$ cat src/rtl/apple1_ps2_pkg.sv
// apple1_ps2_pkg: shared scancode constants, lookup result type and sender FSM states
package apple1_ps2_pkg;
  localparam logic [7:0] SC_LSHIFT = 8'h12;
  localparam logic [7:0] SC_BREAK  = 8'hF0;
  localparam logic [7:0] SC_ENTER  = 8'h5A;
  localparam logic [7:0] SC_BKSP   = 8'h66;
  localparam logic [7:0] SC_ESC    = 8'h76;

  typedef struct packed {
    logic       ok;
    logic       shift;
    logic [7:0] code;
  } scan_t;

  typedef enum logic [1:0] {S_IDLE, S_LOOKUP, S_FRAME, S_GAP} state_t;

  // byte idx of the make/break sequence; shifted keys are wrapped in left-shift make/break
  function automatic logic [7:0] seq_byte(input logic shift, input logic [7:0] code,
                                          input logic [2:0] idx);
    return shift ? ((idx == 3'd0 || idx == 3'd5) ? SC_LSHIFT :
                    (idx == 3'd2 || idx == 3'd4) ? SC_BREAK : code)
                 : ((idx == 3'd1) ? SC_BREAK : code);
  endfunction

  // {stop, odd parity, data, start}, shifted out LSB first
  function automatic logic [10:0] frame_bits(input logic [7:0] data);
    return {1'b1, ~^data, data, 1'b0};
  endfunction
endpackage

$ cat src/rtl/ps2_ascii_to_scancode.sv
// ps2_ascii_to_scancode: US-layout ASCII to Set-2 make code plus shift flag
module ps2_ascii_to_scancode
  import apple1_ps2_pkg::*;
(
  input  logic [7:0] i_ascii,
  output scan_t      o_scan
);
  logic [7:0] w_key;
  logic [8:0] w_sc;
  logic       w_ok;
  assign w_key = (i_ascii >= "A" && i_ascii <= "Z") ? (i_ascii | 8'h20) : i_ascii;
  always_comb begin
    w_ok = 1'b1;
    w_sc = 9'h000;
    case (w_key)
      "a": w_sc = 9'h01C;  "b": w_sc = 9'h032;  "c": w_sc = 9'h021;  "d": w_sc = 9'h023;
      "e": w_sc = 9'h024;  "f": w_sc = 9'h02B;  "g": w_sc = 9'h034;  "h": w_sc = 9'h033;
      "i": w_sc = 9'h043;  "j": w_sc = 9'h03B;  "k": w_sc = 9'h042;  "l": w_sc = 9'h04B;
      "m": w_sc = 9'h03A;  "n": w_sc = 9'h031;  "o": w_sc = 9'h044;  "p": w_sc = 9'h04D;
      "q": w_sc = 9'h015;  "r": w_sc = 9'h02D;  "s": w_sc = 9'h01B;  "t": w_sc = 9'h02C;
      "u": w_sc = 9'h03C;  "v": w_sc = 9'h02A;  "w": w_sc = 9'h01D;  "x": w_sc = 9'h022;
      "y": w_sc = 9'h035;  "z": w_sc = 9'h01A;
      "0": w_sc = 9'h045;  "1": w_sc = 9'h016;  "2": w_sc = 9'h01E;  "3": w_sc = 9'h026;
      "4": w_sc = 9'h025;  "5": w_sc = 9'h02E;  "6": w_sc = 9'h036;  "7": w_sc = 9'h03D;
      "8": w_sc = 9'h03E;  "9": w_sc = 9'h046;
      ")": w_sc = 9'h145;  "!": w_sc = 9'h116;  "@": w_sc = 9'h11E;  "#": w_sc = 9'h126;
      "$": w_sc = 9'h125;  "%": w_sc = 9'h12E;  "^": w_sc = 9'h136;  "&": w_sc = 9'h13D;
      "*": w_sc = 9'h13E;  "(": w_sc = 9'h146;
      8'h60: w_sc = 9'h00E;  "~": w_sc = 9'h10E;
      "-": w_sc = 9'h04E;  "_": w_sc = 9'h14E;  "=": w_sc = 9'h055;  "+": w_sc = 9'h155;
      "[": w_sc = 9'h054;  "{": w_sc = 9'h154;  "]": w_sc = 9'h05B;  "}": w_sc = 9'h15B;
      8'h5C: w_sc = 9'h05D; "|": w_sc = 9'h15D;  ";": w_sc = 9'h04C;  ":": w_sc = 9'h14C;
      "'": w_sc = 9'h052;  8'h22: w_sc = 9'h152; ",": w_sc = 9'h041;  "<": w_sc = 9'h141;
      ".": w_sc = 9'h049;  ">": w_sc = 9'h149;  "/": w_sc = 9'h04A;  "?": w_sc = 9'h14A;
      " ": w_sc = 9'h029;
      8'h0D: w_sc = {1'b0, SC_ENTER};
      8'h08: w_sc = {1'b0, SC_BKSP};
      8'h1B: w_sc = {1'b0, SC_ESC};
      default: w_ok = 1'b0;
    endcase
  end
  assign o_scan = {w_ok, w_sc};
endmodule

$ cat src/rtl/ps2_ascii_sender.sv
// ps2_ascii_sender: device-side PS/2 keyboard emulator turning ASCII into Set-2 make/break frames
module ps2_ascii_sender
  import apple1_ps2_pkg::*;
#(
  parameter int CLK_HALF_DIV = 500,
  parameter int GAP_CYCLES   = 2000
) (
  input  logic       clk,
  input  logic       reset,
  input  logic       ascii_valid,
  input  logic [7:0] ascii_data,
  output logic       ascii_ready,
  output logic       ps2_clk,
  output logic       ps2_din,
  output logic       busy
);
  localparam int PW = (CLK_HALF_DIV > 1) ? $clog2(CLK_HALF_DIV) : 1;
  localparam int GW = $clog2(GAP_CYCLES + 1);
  localparam logic [PW-1:0] PH_LAST  = PW'(CLK_HALF_DIV - 1);
  localparam logic [GW-1:0] GAP_LAST = GW'(GAP_CYCLES - 1);

  state_t        r_state;
  logic [7:0]    r_ascii;
  logic          r_shift;
  logic [7:0]    r_code;
  logic [2:0]    r_idx;
  logic [10:0]   r_sh;
  logic [PW-1:0] r_phase;
  logic          r_half;
  logic [3:0]    r_bit;
  logic [GW-1:0] r_gap;
  scan_t         w_scan;
  logic [2:0]    w_next_idx;
  logic          w_last_idx;

  ps2_ascii_to_scancode u_lookup (
    .i_ascii (r_ascii),
    .o_scan  (w_scan)
  );

  assign w_next_idx  = r_idx + 3'd1;
  assign w_last_idx  = r_idx == (r_shift ? 3'd5 : 3'd2);
  assign ascii_ready = (r_state == S_IDLE) && !reset;
  assign busy        = ~ascii_ready;

  always_ff @(posedge clk) begin
    if (reset) begin
      r_state <= S_IDLE;
      r_ascii <= '0;
      r_shift <= 1'b0;
      r_code  <= '0;
      r_idx   <= '0;
      r_sh    <= '1;
      r_phase <= '0;
      r_half  <= 1'b0;
      r_bit   <= '0;
      r_gap   <= '0;
      ps2_clk <= 1'b1;
      ps2_din <= 1'b1;
    end else begin
      case (r_state)
        S_IDLE: if (ascii_valid) begin
          r_ascii <= ascii_data;
          r_state <= S_LOOKUP;
        end
        S_LOOKUP: begin
          r_shift <= w_scan.shift;
          r_code  <= w_scan.code;
          r_idx   <= '0;
          r_phase <= '0;
          r_half  <= 1'b0;
          r_bit   <= '0;
          if (w_scan.ok) begin
            r_sh    <= frame_bits(seq_byte(w_scan.shift, w_scan.code, 3'd0));
            ps2_din <= 1'b0;
            r_state <= S_FRAME;
          end else begin
            r_state <= S_IDLE;
          end
        end
        S_FRAME: begin
          if (r_phase != PH_LAST) begin
            r_phase <= r_phase + 1'b1;
          end else begin
            // high half ends with the falling edge; low half ends by starting the next bit
            r_phase <= '0;
            r_half  <= ~r_half;
            ps2_clk <= r_half;
            if (r_half && r_bit == 4'd10) begin
              ps2_din <= 1'b1;
              r_bit   <= '0;
              r_gap   <= '0;
              r_state <= S_GAP;
            end else if (r_half) begin
              r_bit   <= r_bit + 4'd1;
              r_sh    <= {1'b1, r_sh[10:1]};
              ps2_din <= r_sh[1];
            end
          end
        end
        S_GAP: begin
          if (r_gap != GAP_LAST) begin
            r_gap <= r_gap + 1'b1;
          end else if (w_last_idx) begin
            r_gap   <= '0;
            r_state <= S_IDLE;
          end else begin
            r_idx   <= w_next_idx;
            r_sh    <= frame_bits(seq_byte(r_shift, r_code, w_next_idx));
            ps2_din <= 1'b0;
            r_gap   <= '0;
            r_phase <= '0;
            r_half  <= 1'b0;
            r_bit   <= '0;
            r_state <= S_FRAME;
          end
        end
        default: r_state <= S_IDLE;
      endcase
    end
  end
endmodule

$ cat config.mk
export PLATFORM = sky130hd
export DESIGN_NAME = ps2_ascii_sender
export DESIGN_NICKNAME = d
export VERILOG_FILES = /design/src/rtl/apple1_ps2_pkg.sv /design/src/rtl/ps2_ascii_to_scancode.sv /design/src/rtl/ps2_ascii_sender.sv
export SDC_FILE = /design/constraint.sdc
export NUM_CORES = 1
export LEC_CHECK = 0
export CELL_PAD_IN_SITES_DETAIL_PLACEMENT = 2
export CELL_PAD_IN_SITES_GLOBAL_PLACEMENT = 2
export CORE_ASPECT_RATIO = 2
export CORE_MARGIN = 5
export CORE_UTILIZATION = 37
export CTS_CLUSTER_DIAMETER = 60
export DETAILED_ROUTE_END_ITERATION = 16
export PLACE_DENSITY_LB_ADDON = 0.25
export SLEW_MARGIN = 20
export SYNTH_ARGS = -nofsm -noshare
export SYNTH_HDL_FRONTEND = slang
export SYNTH_SLANG_ARGS = --single-unit
$ cat constraint.sdc
create_clock -name clk -period 3.1 [get_ports clk]
set_clock_uncertainty 0.2 [all_clocks]
set_input_delay 0.93 -clock clk [delete_from_list [all_inputs] [get_ports clk]]
set_output_delay 0.93 -clock clk [all_outputs]
set_load 0.02 [all_outputs]
==> results_dict.tcl <==
set metrics [dict create \
    num_vias 5566 \
    hpwl_um 15700 \
    max_slew_margin_pct 55.3 \
    num_antenna_cells 0 \
    antenna_found_initial 0 \
    async_reset_ff_share_pct 0 \
    ioPinCount 15 \
    syn_nets 631 \
    drv_slew 0 \
    slowest_delay_ps 470 \
    io_buffers 14 \
    timing.setup.tns_ps -435 \
    insertion_delay_ps 340 \
    syn_avg_cell_area_um2 7.53 \
    drc 0 \
    finalHoldViolCount 0 \
    routabilityCongestion 1.02 \
    die_y_um 168 \
    core_um2 12200 \
    row_count 57 \
    cts_root_buf "clkbuf_16" \
    ys_ff_latch 57 \
    yosys_warnings 0 \
    layout_commonest_cell "buf_4" \
    cts_buffers 9 \
    hp-class "flip-flop to flip-flop" \
    clk_pin_slew_ps 60 \
    syn_inst 613 \
    wl_um 26500 \
    finalCriticalPeriod_ps 3230 \
    fin_ws_ps -130 \
    clock-sinks 57 \
    hold_buffers 0 \
    cp_top_family "compound AO/OA/AOI/OAI gates" \
    grt_pass1_wl_um 33800 \
    syn-cell-area_um2 4620 \
    ant_nets 0 \
    grt_pass1_vias 6035 \
    initial_core_util_pct 37.9 \
    seq_area_frac_synth_pct 24.7 \
    seqPwrFrac_pct 29.3 \
    power_mw 2.78 \
    wl_per_cell_um 30.8 \
    ys.flop_type "dfxtp_1" \
    fin_cells 862 \
    start_kind "flip-flop" \
    die_area_um2 14900 \
    drive_gt1_share_pct 29.8 \
    fin_util_pct 51.7 \
    cp-end-kind "flip-flop" \
    violations "negative setup slack" \
    fillCellCount 1351 \
    required_ps 3100 \
    cts-htree-levels 3 \
    drt_iter0_drc 358 \
    grt_usage_pct 29.8 \
    crit_chain "buf_12 > buf_6 > clkinvlp_4 > buf_6 > nor3_1 > o21ai_1 > nand3_1 > a2111o_1 > o31ai_4 > and2_4 > buf_12 > a221oi_1 > a211o_1" \
    swShare_pct 35.1 \
    whs_ps 308 \
    synth_edf_count 0 \
    grt_max_degree 42 \
    critPathBufInv 5 \
    p_switching_mw 0.975 \
    critical_path_class "flip-flop to flip-flop" \
    worst_pin_slew_ps 670 \
    cts_buffer_depth 2 \
    status "finished, violations left" \
    num-nets-final 728 \
    slowest_stage "a2111o_1" \
    cp_max_fo 13 \
    viasPerCell 6.46 \
    cts_tree "yes" \
    final_cell_mix "buf_4 (101), nor2_1 (71), nand2_1 (54)" \
    post-synth-top-area-fraction_pct 24.7 \
    setup_viol 8 \
    finalCritPeriodShare_pct 104 \
    p_per_area_nw_per_um2 441 \
    synth.area.top_cells "dfxtp_1 (25%), nor2_1 (5.9%), nand2_1 (4.7%), a21oi_1 (3.8%), nand3_1 (2.9%)" \
    syn_to_final_growth_pct 36.4 \
    drv_cap 0 \
    clkPwrFrac_pct 37.6 \
    vdd_drop_max_mv 0.378 \
    die_x_um 89.0 \
    dp.cells 825 \
    internal_power_mw 1.81 \
    grt_overflow 0 \
    synth_area_leader_cell "dfxtp_1" \
    leakagePower_nw 2.47 \
    comb_power_share_pct 33.1 \
    crit_arrival_ps 3240 \
    synth.distinct_cells 87 \
    timing.fmax_ghz 0.310 \
    dr.pass1.iters 5 \
]
==> registers in the layout (all words and copies together) (netlist names), 2 cells and up <==
signal	flops
r_idx	3
r_gap	11
r_ascii	8
r_code	7
r_state	2
r_bit	4
r_phase	9
r_sh	9
==> worst reg2reg max path, stage by stage, from the launching register on <==
cell and delay (ps):
dfxtp_1 350, buf_12 170, buf_6 150, clkinvlp_4 140
buf_6 140, nor3_1 60, o21ai_1 200, nand3_1 140
a2111o_1 470, o31ai_4 320, and2_4 240, buf_12 130
a221oi_1 50, a211o_1 330
==> stage by stage <==
| step | instance area, um2 | setup WS, ps |
|---|---|---|
| floorplan | 4620 | 284 |
| global placement | 5450 | -260 |
| detailed placement | 5450 | -274 |
| CTS | 5840 | 1.38 |
| global route | 6300 | -174 |
| finish | 6300 | -130 |
==> path summary, 6_finish.rpt <==
check                                from                   end  slack [ps]  depth (start not counted)
hold reg to reg      r_sh[8]$_SDFFE_PP1P_  r_sh[8]$_SDFFE_PP1P_         310                          1
setup / recovery  r_ascii[1]$_SDFFE_PP0P_  r_sh[2]$_SDFFE_PP1P_        -130                         13
setup reg to reg  r_ascii[1]$_SDFFE_PP0P_  r_sh[2]$_SDFFE_PP1P_        -130                         13
hold / removal       r_sh[8]$_SDFFE_PP1P_  r_sh[8]$_SDFFE_PP1P_         310                          1
==> cells by family after synthesis <==
kind of cell | after synthesis | share of synthesized area, %
and+or+nand+nor | 282 | 32.8
adders and majority gates | 7 | 1.90
muxes | 9 | 2.01
xor gates and xnor gates | 30 | 6.15
DFF | 57 | 24.7
AOI/OAI and AO/OA | 162 | 24.2
buffers and inverters | 66 | 8.24
==> layer usage <==
layer | vias up | global-route usage (%) | wire length [um]
li1 | 2423 | - | -
met1 | 2747 | 27.0 | 8890
met2 | 249 | 57.3 | 14200
met3 | 147 | 3.57 | 1010
met4 | 0 | 20.8 | 2440
met5 | - | 0 | 0
==> power groups by stage <==
stage	Combinational, mW	Clock [mW]	Sequential (mW)
final	0.922	1.04	0.815
after CTS	0.777	1.04	0.805
after global routing	0.956	1.09	0.816
after global placement	0.707	0	0.813
after floorplan	0.452	0	0.805
after detailed placement	0.737	0	0.817
==> what timing repair did <==
action,4_1_cts,5_1_grt
gates resized for setup,17,67
setup endpoints to repair,11,22
gates cloned,1,3
buffers inserted,0,17
pin swaps,5,16
==> final cells by class <==
type / instances / area, um2 / area share [%]
Tap cell: 147 / 184 / 2.92
Sequential cell: 57 / 1150 / 18.3
Multi-Input combinational cell: 490 / 3360 / 53.4
Timing Repair Buffer: 135 / 1230 / 19.5
Clock inverter: 6 / 67.6 / 1.07
Clock buffer: 10 / 239 / 3.79
Inverter: 17 / 67.6 / 1.07
==> cells in the mapped netlist, drive strengths merged (4+ instances only) <==
cell	n
a21o	6
o211ai	5
inv	16
buf	29
a31oi	9
and2	10
a21oi	37
xnor2	14
nand2	58
a22oi	4
o31ai	4
nor2	74
and3	5
dfxtp	57
nor4	10
nor2b	14
or4	7
nor3	19
o21ai	32
clkbuf	20
o21bai	6
ha	7
a211oi	11
xor2	15
mux2i	7
a2bb2oi	4
o22ai	10
or3	6
nor4b	5
nand4	9
nand2b	15
nor3b	4
nand3	27
a211o	4
a221oi	4
(Power assumes the default switching activity.)
